**src/rtl/hamming_enc_seq_pkg.sv**
```systemverilog
// Shared constants, state encoding and helpers for the sequential Hamming encoder.
package hamming_pkg;

    localparam int unsigned MAX_K = 26;
    localparam int unsigned MAX_R = 5;
    localparam int unsigned MAX_N = MAX_K + MAX_R;
    localparam int unsigned LEN_W = 8;
    localparam int unsigned CNT_W = MAX_R + 1;
    localparam int unsigned JW    = $clog2(MAX_K);
    localparam int unsigned IDX_W = $clog2(MAX_N);

    typedef enum logic [2:0] {
        IDLE,
        CALC_R,
        SCATTER,
        PARITY,
        DONE
    } state_e;

    function automatic logic is_pow2(input logic [CNT_W-1:0] v);
        return (v & (v - CNT_W'(1))) == '0;
    endfunction

endpackage

```
**src/rtl/hamming_enc_seq_if.sv**
```systemverilog
// Source-side word handshake and sink-side codeword handshake of the encoder.
interface hamming_enc_seq_if;
    import hamming_pkg::*;

    logic             in_valid;
    logic             in_ready;
    logic [MAX_K-1:0] data_in;
    logic [LEN_W-1:0] len_in;
    logic             out_valid;
    logic             out_ready;
    logic [MAX_N-1:0] code_out;
    logic [LEN_W-1:0] len_out;
    logic             busy;
    logic             err;

    modport master (
        output in_valid, data_in, len_in, out_ready,
        input  in_ready, out_valid, code_out, len_out, busy, err
    );

    modport slave (
        input  in_valid, data_in, len_in, out_ready,
        output in_ready, out_valid, code_out, len_out, busy, err
    );

endinterface

```
**src/rtl/hamming_enc_seq.sv**
```systemverilog
// Multi-cycle Hamming encoder: derives r, scatters data one position per cycle
// while accumulating the syndrome, then drops the syndrome into the parity slots.
module hamming_enc_seq
    import hamming_pkg::*;
(
    input  logic              clk,
    input  logic              reset,
    hamming_enc_seq_if.slave  bus
);

    state_e           state_q, state_d;
    logic [LEN_W-1:0] k_q, k_d;
    logic [MAX_K-1:0] data_q, data_d;
    logic [CNT_W-1:0] r_q, r_d;
    logic [CNT_W-1:0] pos_q, pos_d;
    logic [JW-1:0]    j_q, j_d;
    logic [CNT_W-1:0] s_q, s_d;
    logic [MAX_N-1:0] code_q, code_d;
    logic [LEN_W-1:0] n_q, n_d;
    logic             err_d;
    logic             in_ready_q, out_valid_q, busy_q, err_q;
    logic [MAX_K-1:0] mask_c;
    logic             cur_bit;

    // Data bits at or above len_in are discarded on capture.
    always_comb begin
        mask_c = '0;
        for (int unsigned b = 0; b < MAX_K; b++) begin
            mask_c[b] = (LEN_W'(b) < bus.len_in);
        end
    end

    assign cur_bit = (j_q < JW'(MAX_K)) ? data_q[j_q] : 1'b0;

    always_comb begin
        state_d = state_q;
        k_d     = k_q;
        data_d  = data_q;
        r_d     = r_q;
        pos_d   = pos_q;
        j_d     = j_q;
        s_d     = s_q;
        code_d  = code_q;
        n_d     = n_q;
        err_d   = 1'b0;
        unique case (state_q)
            IDLE: begin
                if (bus.in_valid && in_ready_q) begin
                    if ((bus.len_in == '0) || (bus.len_in > LEN_W'(MAX_K))) begin
                        err_d = 1'b1;
                    end else begin
                        k_d     = bus.len_in;
                        data_d  = bus.data_in & mask_c;
                        r_d     = CNT_W'(2);
                        pos_d   = CNT_W'(1);
                        j_d     = '0;
                        s_d     = '0;
                        code_d  = '0;
                        state_d = CALC_R;
                    end
                end
            end
            CALC_R: begin
                if ((32'(1) << r_q) >= (32'(k_q) + 32'(r_q) + 32'd1)) begin
                    n_d     = k_q + LEN_W'(r_q);
                    state_d = SCATTER;
                end else begin
                    r_d = r_q + CNT_W'(1);
                end
            end
            SCATTER: begin
                if (!is_pow2(pos_q)) begin
                    for (int unsigned b = 0; b < MAX_N; b++) begin
                        if (pos_q == CNT_W'(b + 1)) code_d[b] = cur_bit;
                    end
                    j_d = j_q + JW'(1);
                    if (cur_bit) s_d = s_q ^ pos_q;
                end
                pos_d = pos_q + CNT_W'(1);
                if (LEN_W'(pos_q) == n_q) state_d = PARITY;
            end
            PARITY: begin
                // Syndrome bit i is exactly the even-parity bit for position 2^i.
                for (int unsigned i = 0; i < MAX_R; i++) begin
                    if (i < 32'(r_q)) code_d[IDX_W'((1 << i) - 1)] = s_q[i];
                end
                state_d = DONE;
            end
            DONE: begin
                if (bus.out_ready) state_d = IDLE;
            end
            default: state_d = IDLE;
        endcase
    end

    always_ff @(posedge clk or posedge reset) begin
        if (reset) begin
            state_q     <= IDLE;
            k_q         <= '0;
            data_q      <= '0;
            r_q         <= '0;
            pos_q       <= '0;
            j_q         <= '0;
            s_q         <= '0;
            code_q      <= '0;
            n_q         <= '0;
            in_ready_q  <= 1'b0;
            out_valid_q <= 1'b0;
            busy_q      <= 1'b0;
            err_q       <= 1'b0;
        end else begin
            state_q     <= state_d;
            k_q         <= k_d;
            data_q      <= data_d;
            r_q         <= r_d;
            pos_q       <= pos_d;
            j_q         <= j_d;
            s_q         <= s_d;
            code_q      <= code_d;
            n_q         <= n_d;
            in_ready_q  <= (state_d == IDLE);
            out_valid_q <= (state_d == DONE);
            busy_q      <= (state_d != IDLE);
            err_q       <= err_d;
        end
    end

    assign bus.in_ready  = in_ready_q;
    assign bus.out_valid = out_valid_q;
    assign bus.busy      = busy_q;
    assign bus.err       = err_q;
    assign bus.code_out  = code_q;
    assign bus.len_out   = n_q;

endmodule

```
**src/flat_wrapper.sv**
```systemverilog
// flat-port wrapper written by rule: the top's interface ports become plain ports
module hamming_enc_seq_flat import hamming_pkg::*;
  (clk, reset, bus_in_valid, bus_data_in, bus_len_in, bus_out_ready, bus_in_ready, bus_out_valid, bus_code_out, bus_len_out, bus_busy, bus_err);
  hamming_enc_seq_if bus_i ();
  input  logic clk;
  input  logic reset;
  input wire logic [$bits(bus_i.in_valid)-1:0] bus_in_valid;
  input wire logic [$bits(bus_i.data_in)-1:0] bus_data_in;
  input wire logic [$bits(bus_i.len_in)-1:0] bus_len_in;
  input wire logic [$bits(bus_i.out_ready)-1:0] bus_out_ready;
  output wire logic [$bits(bus_i.in_ready)-1:0] bus_in_ready;
  output wire logic [$bits(bus_i.out_valid)-1:0] bus_out_valid;
  output wire logic [$bits(bus_i.code_out)-1:0] bus_code_out;
  output wire logic [$bits(bus_i.len_out)-1:0] bus_len_out;
  output wire logic [$bits(bus_i.busy)-1:0] bus_busy;
  output wire logic [$bits(bus_i.err)-1:0] bus_err;
  assign bus_i.in_valid = bus_in_valid;
  assign bus_i.data_in = bus_data_in;
  assign bus_i.len_in = bus_len_in;
  assign bus_i.out_ready = bus_out_ready;
  assign bus_in_ready = bus_i.in_ready;
  assign bus_out_valid = bus_i.out_valid;
  assign bus_code_out = bus_i.code_out;
  assign bus_len_out = bus_i.len_out;
  assign bus_busy = bus_i.busy;
  assign bus_err = bus_i.err;
  hamming_enc_seq u_core (.clk(clk), .reset(reset), .bus(bus_i));
endmodule
```
**config.mk**
```make
export PLATFORM = sky130hd
export DESIGN_NAME = hamming_enc_seq_flat
export DESIGN_NICKNAME = d
export VERILOG_FILES = /design/src/rtl/hamming_enc_seq_pkg.sv /design/src/rtl/hamming_enc_seq_if.sv /design/src/rtl/hamming_enc_seq.sv /design/src/flat_wrapper.sv
export SDC_FILE = /design/constraint.sdc
export NUM_CORES = 1
export LEC_CHECK = 0
export CORE_AREA = 2 2 135 137
export CTS_BUF_LIST = sky130_fd_sc_hd__clkbuf_4
export DETAILED_ROUTE_END_ITERATION = 6
export DIE_AREA = 0 0 137 139
export SYNTH_ARGS = -nofsm -noshare
export SYNTH_HDL_FRONTEND = slang
export SYNTH_SLANG_ARGS = --single-unit
```
**constraint.sdc**
```tcl
create_clock -name clk -period 3.5 [get_ports clk]
set_input_delay 0.7 -clock clk [delete_from_list [all_inputs] [get_ports clk]]
set_output_delay 0.7 -clock clk [all_outputs]
set_load 0.02 [all_outputs]
```
# Word level (Yosys, flattened, before mapping)

Cells that the tools add are included.

Bitwise operators: 4
Multipliers: 0
Eq/ne operators: 78
Multiplexer cells: 75
Shift operators: 1
Magnitude comparators: 35
Add/sub/neg operators: 7
Div/mod/pow operators: 0
Reduce and logical (&&, ||, !) cells: 47

Operator list:

| kind                                                       | number |
|---|---|
| AND reduction 5 bit                                        | 27 |
| equality test 6 x 5 -> 1 bit (second input constant)       | 16 |
| two-way mux 31 bit                                         | 3 |
| less-than comparator 5 x 8 -> 1 bit (first input constant) | 10 |
| inequality test 2 x 1 -> 1 bit (second input constant)     | 38 |
| less-than comparator 4 x 8 -> 1 bit (first input constant) | 8 |
| two-way mux 6 bit                                          | 9 |
| equality test 6 x 4 -> 1 bit (second input constant)       | 8 |
| two-way mux 1 bit                                          | 41 |
| case mux 6 bit (2 select lines)                            | 3 |
| adder 32 x 1 -> 32 bit (second input constant)             | 1 |
| >= comparator 32 bit                                       | 1 |
| less-than comparator 3 x 8 -> 1 bit (first input constant) | 4 |
| left shift 1 x 6 -> 32 bit (first input constant)          | 1 |
| case mux 15 bit (2 select lines)                           | 1 |
| AND reduction 6 bit                                        | 5 |
| AND 26 bit                                                 | 1 |
| equality test 6 x 3 -> 1 bit (second input constant)       | 4 |
| less-than comparator 1 x 8 -> 1 bit (first input constant) | 2 |
| less-than comparator 2 x 8 -> 1 bit (first input constant) | 2 |
| two-way mux 3 bit                                          | 5 |
| two-way mux 5 bit                                          | 3 |
| case mux 3 bit (5 select lines)                            | 1 |
| case mux 7 bit (2 select lines)                            | 1 |
| 37 further kinds                                           | 52 |

Latch bits: 0
Memory bits (writable): 0
Memories: 0
Bits in registers: 103
Logic and storage cells: 290
Bits in read-only memories: 0
Bits of input ports: 38

# Longest topological paths before layout

Word-level depth: 6
Depth in mapped cells: 16
Mapped depth without buffers: 15

# Worst setup path after synthesis

OpenSTA, ideal clock, no wires.

Path kind: flip-flop to flip-flop
Start point: register u_core.r_q[0]
End point: register u_core.n_q[0], in the netlist u_core.bus.len_out[0]
Arrival time: 3.664 ns
Setup time: 0.125 ns
Stages on the path, launching flop included: 17
Setup slack: -0.289 ns
Clock period less this slack: 3.789 ns
Cell sequence: dfrtp_1 > ha_1 > fa_1 > a21o_1 > a311o_1 > a21oi_1 > xnor2_1 > nand3_1 > xnor2_1 > ha_1 > nand4_1 > nor2_1 > o21ai_0 > nor2_1 > o21a_1 > buf_2 > mux2_2

Longest elaborated chain between the ends: 4
Elaborated cells between the ends (all ways): 6
Those cells by class: add/sub (3); order compare (1); shift (1); reduce/logical (1)

RTL lines:

| item                          | line                   | text |
|---|---|---|
| start: declaration            | hamming_enc_seq.sv:14  | `logic [CNT_W-1:0] r_q, r_d;` |
| start signal: assignment      | hamming_enc_seq.sv:115 | `r_q <= r_d;` |
| adder 8 x 6 -> 9 bit          | hamming_enc_seq.sv:64  | `if ((32'(1) << r_q) >= (32'(k_q) + 32'(r_q) + 32'd1)) begin` |
| adder 32 x 1 -> 32 bit        | hamming_enc_seq.sv:64  |  |
| >= comparator 32 bit          | hamming_enc_seq.sv:64  |  |
| AND reduction 2 bit (no line) | n/a                    |  |
| end signal: assignment        | hamming_enc_seq.sv:120 | `n_q <= n_d;` |
| end: declaration              | hamming_enc_seq.sv:19  | `logic [LEN_W-1:0] n_q, n_d;` |

Several ways; a longest one is shown, not always the timed one.
A chain may end at the register's enable or synchronous reset.

# Final worst setup path

Start point: register u_core.r_q[1]
End point: register u_core.n_q[3], in the netlist u_core.bus.len_out[3]

The elaborated chain is that of the path after synthesis.

==> results.py <==
metrics = {
    "cts": {
        "clockBufferDepth": 2,
        "ctsRootBufferMaster": "clkbuf_4",
        "cts_buffers": 9,
        "cts.sinks": 102,
        "hold_buffers": 0,
        "htreeDepth": 3,
        "clk_latency_ps": 490,
        "cts_tree": "done",
        "clkTransAtPathRegs_ps": 170,
    },
    "yosys": {
        "postSynthAreaPerCell_um2": 9.502,
        "synthFlopType": "dfrtp_1",
        "synth_seq_cells": 102,
        "synth_nets": 706,
        "synth_seq_area_share_pct": 42.04,
        "synth_largest_area_cell": "dfrtp_1",
        "postSynthCellCount": 639,
        "syn-cell-area_um2": 6072,
        "synth_edf_count": 0,
        "synthTopCellsByArea": "dfrtp_1 (42%), ha_1 (5.8%), mux2_2 (5.2%)",
        "ys_types": 58,
        "synth_top_cell_area_share_pct": 42.04,
        "yosysWarningCount": 0,
        "async_flop_share_pct": 100.0,
    },
    "grt": {
        "grt_start_max_net_pins": 54,
        "grt_pass1_vias": 5180,
        "grt-ovfl-total": 0,
        "grt_pass1_wl_um": 26940,
        "track_usage_pct": 17.96,
        "antenna_found_initial": 1,
    },
    "setup_path": {
        "critical_path_class": "reg2reg",
        "arrival_ps": 3960,
        "cp.required_ps": 3870,
        "start_kind": "flop",
        "cp_max_fo": 6,
        "critPathCaptureType": "flop",
    },
    "drt": {
        "drcViolationCount": 0,
        "drtIter0Drc": 216,
        "post_drt_wl_per_cell_um": 16.82,
        "ant_nets": 0,
        "first_pass_iters": 4,
        "drt-total-wl_um": 16510,
        "viasPerCell": 5.210,
        "vias": 5116,
    },
    "sta": {
        "post-route-min-period_ps": 3594,
        "worstMarginPinSlew_ps": 745.2,
        "fmax_mhz": 278.3,
        "hold_slack_ps": 481.3,
        "hold_viol_final": 0,
        "final.setup.worst_slack_ps": -93.61,
        "relSlewSlack_pct": 50.15,
        "fin_skew_ps": 24.02,
        "rsz0062_at_grt": "yes",
        "fin_crit_sh_pct": 102.7,
        "final-setup-viol-count": 13,
        "drv_slew": 0,
    },
    "placed_design": {
        "port_buffers": 80,
        "dpl.hpwl_um": 12090,
        "place_worst_setup_slack_ps": -186.7,
        "gp_congestion": 0.8811,
    },
    "floorplan": {
        "start_util_pct": 34.39,
        "rows": 49,
        "die-area_um2": 19040,
        "die_h_um": 139,
        "dieWidth_um": 137,
        "ioPinCount": 81,
        "core_um2": 17660,
    },
    "layout": {
        "syn2layout_area_growth_pct": 27.74,
        "nets": 814,
        "nFillCells": 1735,
        "final_layout_size_suffix_gt1_share_pct": 19.15,
        "mostFrequentLayoutCell": "dfrtp_1",
        "final_cell_mix": "dfrtp_1 (102), clkdlybuf4s50_1 (80), nand2_1 (79), buf_4 (48), nor2_1 (43)",
    },
    "pwr": {
        "worst_ir_drop_vdd_uv": 316.2,
        "power_density_nw_per_um2": 772.1,
        "leakagePower_nw": 3.575,
    },
    "outcome": {
        "status": "finished with violations",
        "violations": "negative setup slack",
    },
    "job": {
        "max_cap_violations": 0,
    },
    "min_path": {
        "hold_class": "reg2reg",
    },
}
## layer usage
metal  GRT usage, %  vias to the layer above  wire (µm)
met5              0                        -          0
met4          6.403                        0        325
met3          3.289                       21        586
met2          29.54                       88       8256
met1          23.53                     2553       7345
li1               -                     2454          -
## area by class of cell
type	instances	area, µm²	area share, %
multi-input cells	481	3482	44.89
well taps	229	286.5	3.694
flip-flops and latches	102	2552	32.91
repair buffers	135	1249	16.10
clock buffers	10	75.07	0.9679
diodes	1	2.502	0.03226
inverters	18	70.07	0.9034
clock inverters	6	38.79	0.5001
## stage by stage
step                      util [%]  cells  area, µm²  setup TNS (ps)  total power, mW
after floorplan                  -    639       6110          -126.4            3.953
after global placement       41.67    952       7358           -1005            5.089
after detailed placement     41.67    952       7358           -2034            5.164
after CTS                    43.29    979       7644          -924.0            5.918
after global routing         43.93    982       7756           -2815            6.458
final                        43.93    982       7756          -595.5            5.988
## repair_timing
action | CTS | global route
setup endpoints to repair | 16 | 16
setup buffers | 10 | 2
resized for setup | 16 | 18
cloned | 1 | 0
pin swaps | 17 | 12
## logic make-up after synthesis
logic type,after synthesis,synth area share [%]
simple gates,244,19.91
xor+xnor,23,3.317
fa+ha+maj,29,6.099
mux,55,11.00
buf+inv,57,4.183
compound gates,128,13.39
flops,102,42.04
other cells,1,0.06176
## cells in the mapped netlist, types with 3 or more instances
library cell and count:
dfrtp_1 102, nand2_1 81, nor2_1 44, a21oi_1 43, o21ai_0 37, ha_1 28
mux2_2 28, nand3_1 27, clkbuf_1 19, and2_1 18, inv_1 17, mux2i_1 15
and3_1 13, nand2b_1 12, xor2_1 12, buf_2 11, nor3_1 11, xnor2_1 11
a21o_1 9, nor2b_1 9, nor4_1 7, a31oi_1 6, mux2_1 6, mux4_2 6
o21a_1 5, o31ai_1 5, a211oi_1 4, nand4_1 4, clkbuf_2 3, nor3b_1 3
o2111ai_1 3, or2_2 3, or3_1 3
## worst paths after layout
check | from | to | slack, ps | depth (start not counted)
worst min-delay path | u_core.data_q[24] | u_core.data_q[24] | 480 | 2
min in group asynchronous | reset | u_core.bus.code_out[9] | 630 | 2
worst max register to register | u_core.r_q[1] | u_core.bus.len_out[3] | -90 | 13
worst min register to register | u_core.data_q[24] | u_core.data_q[24] | 480 | 2
max in group asynchronous | reset | u_core.bus.code_out[22] | 2110 | 3
worst max-delay path | u_core.r_q[1] | u_core.bus.len_out[3] | -90 | 13
## where the power goes
part	total, mW	switching [mW]	internal, mW
Sequential	2.02	0.414	1.61
Combinational	3.40	1.74	1.66
Clock	0.566	0.414	0.152
## registers in the layout (all words and copies together), names as in the netlist, 5 cells and up
signal	flops
u_core.pos_q	6
u_core.data_q	26
u_core.bus.len_out	8
u_core.j_q	5
u_core.bus.code_out	31
u_core.k_q	8
u_core.r_q	6
u_core.s_q	5
## critical path, cell delays in order (launching register included)
cell	delay (ps)
dfrtp_1	450
ha_4	230
a211o_1	310
a211o_1	320
a221oi_4	350
buf_6	160
xnor2_2	60
ha_1	300
a21o_1	160
a21o_1	180
a21oi_2	190
o221ai_4	170
o21a_4	290
mux2_4	300
No activity file was read; power rests on OpenSTA's default activity.
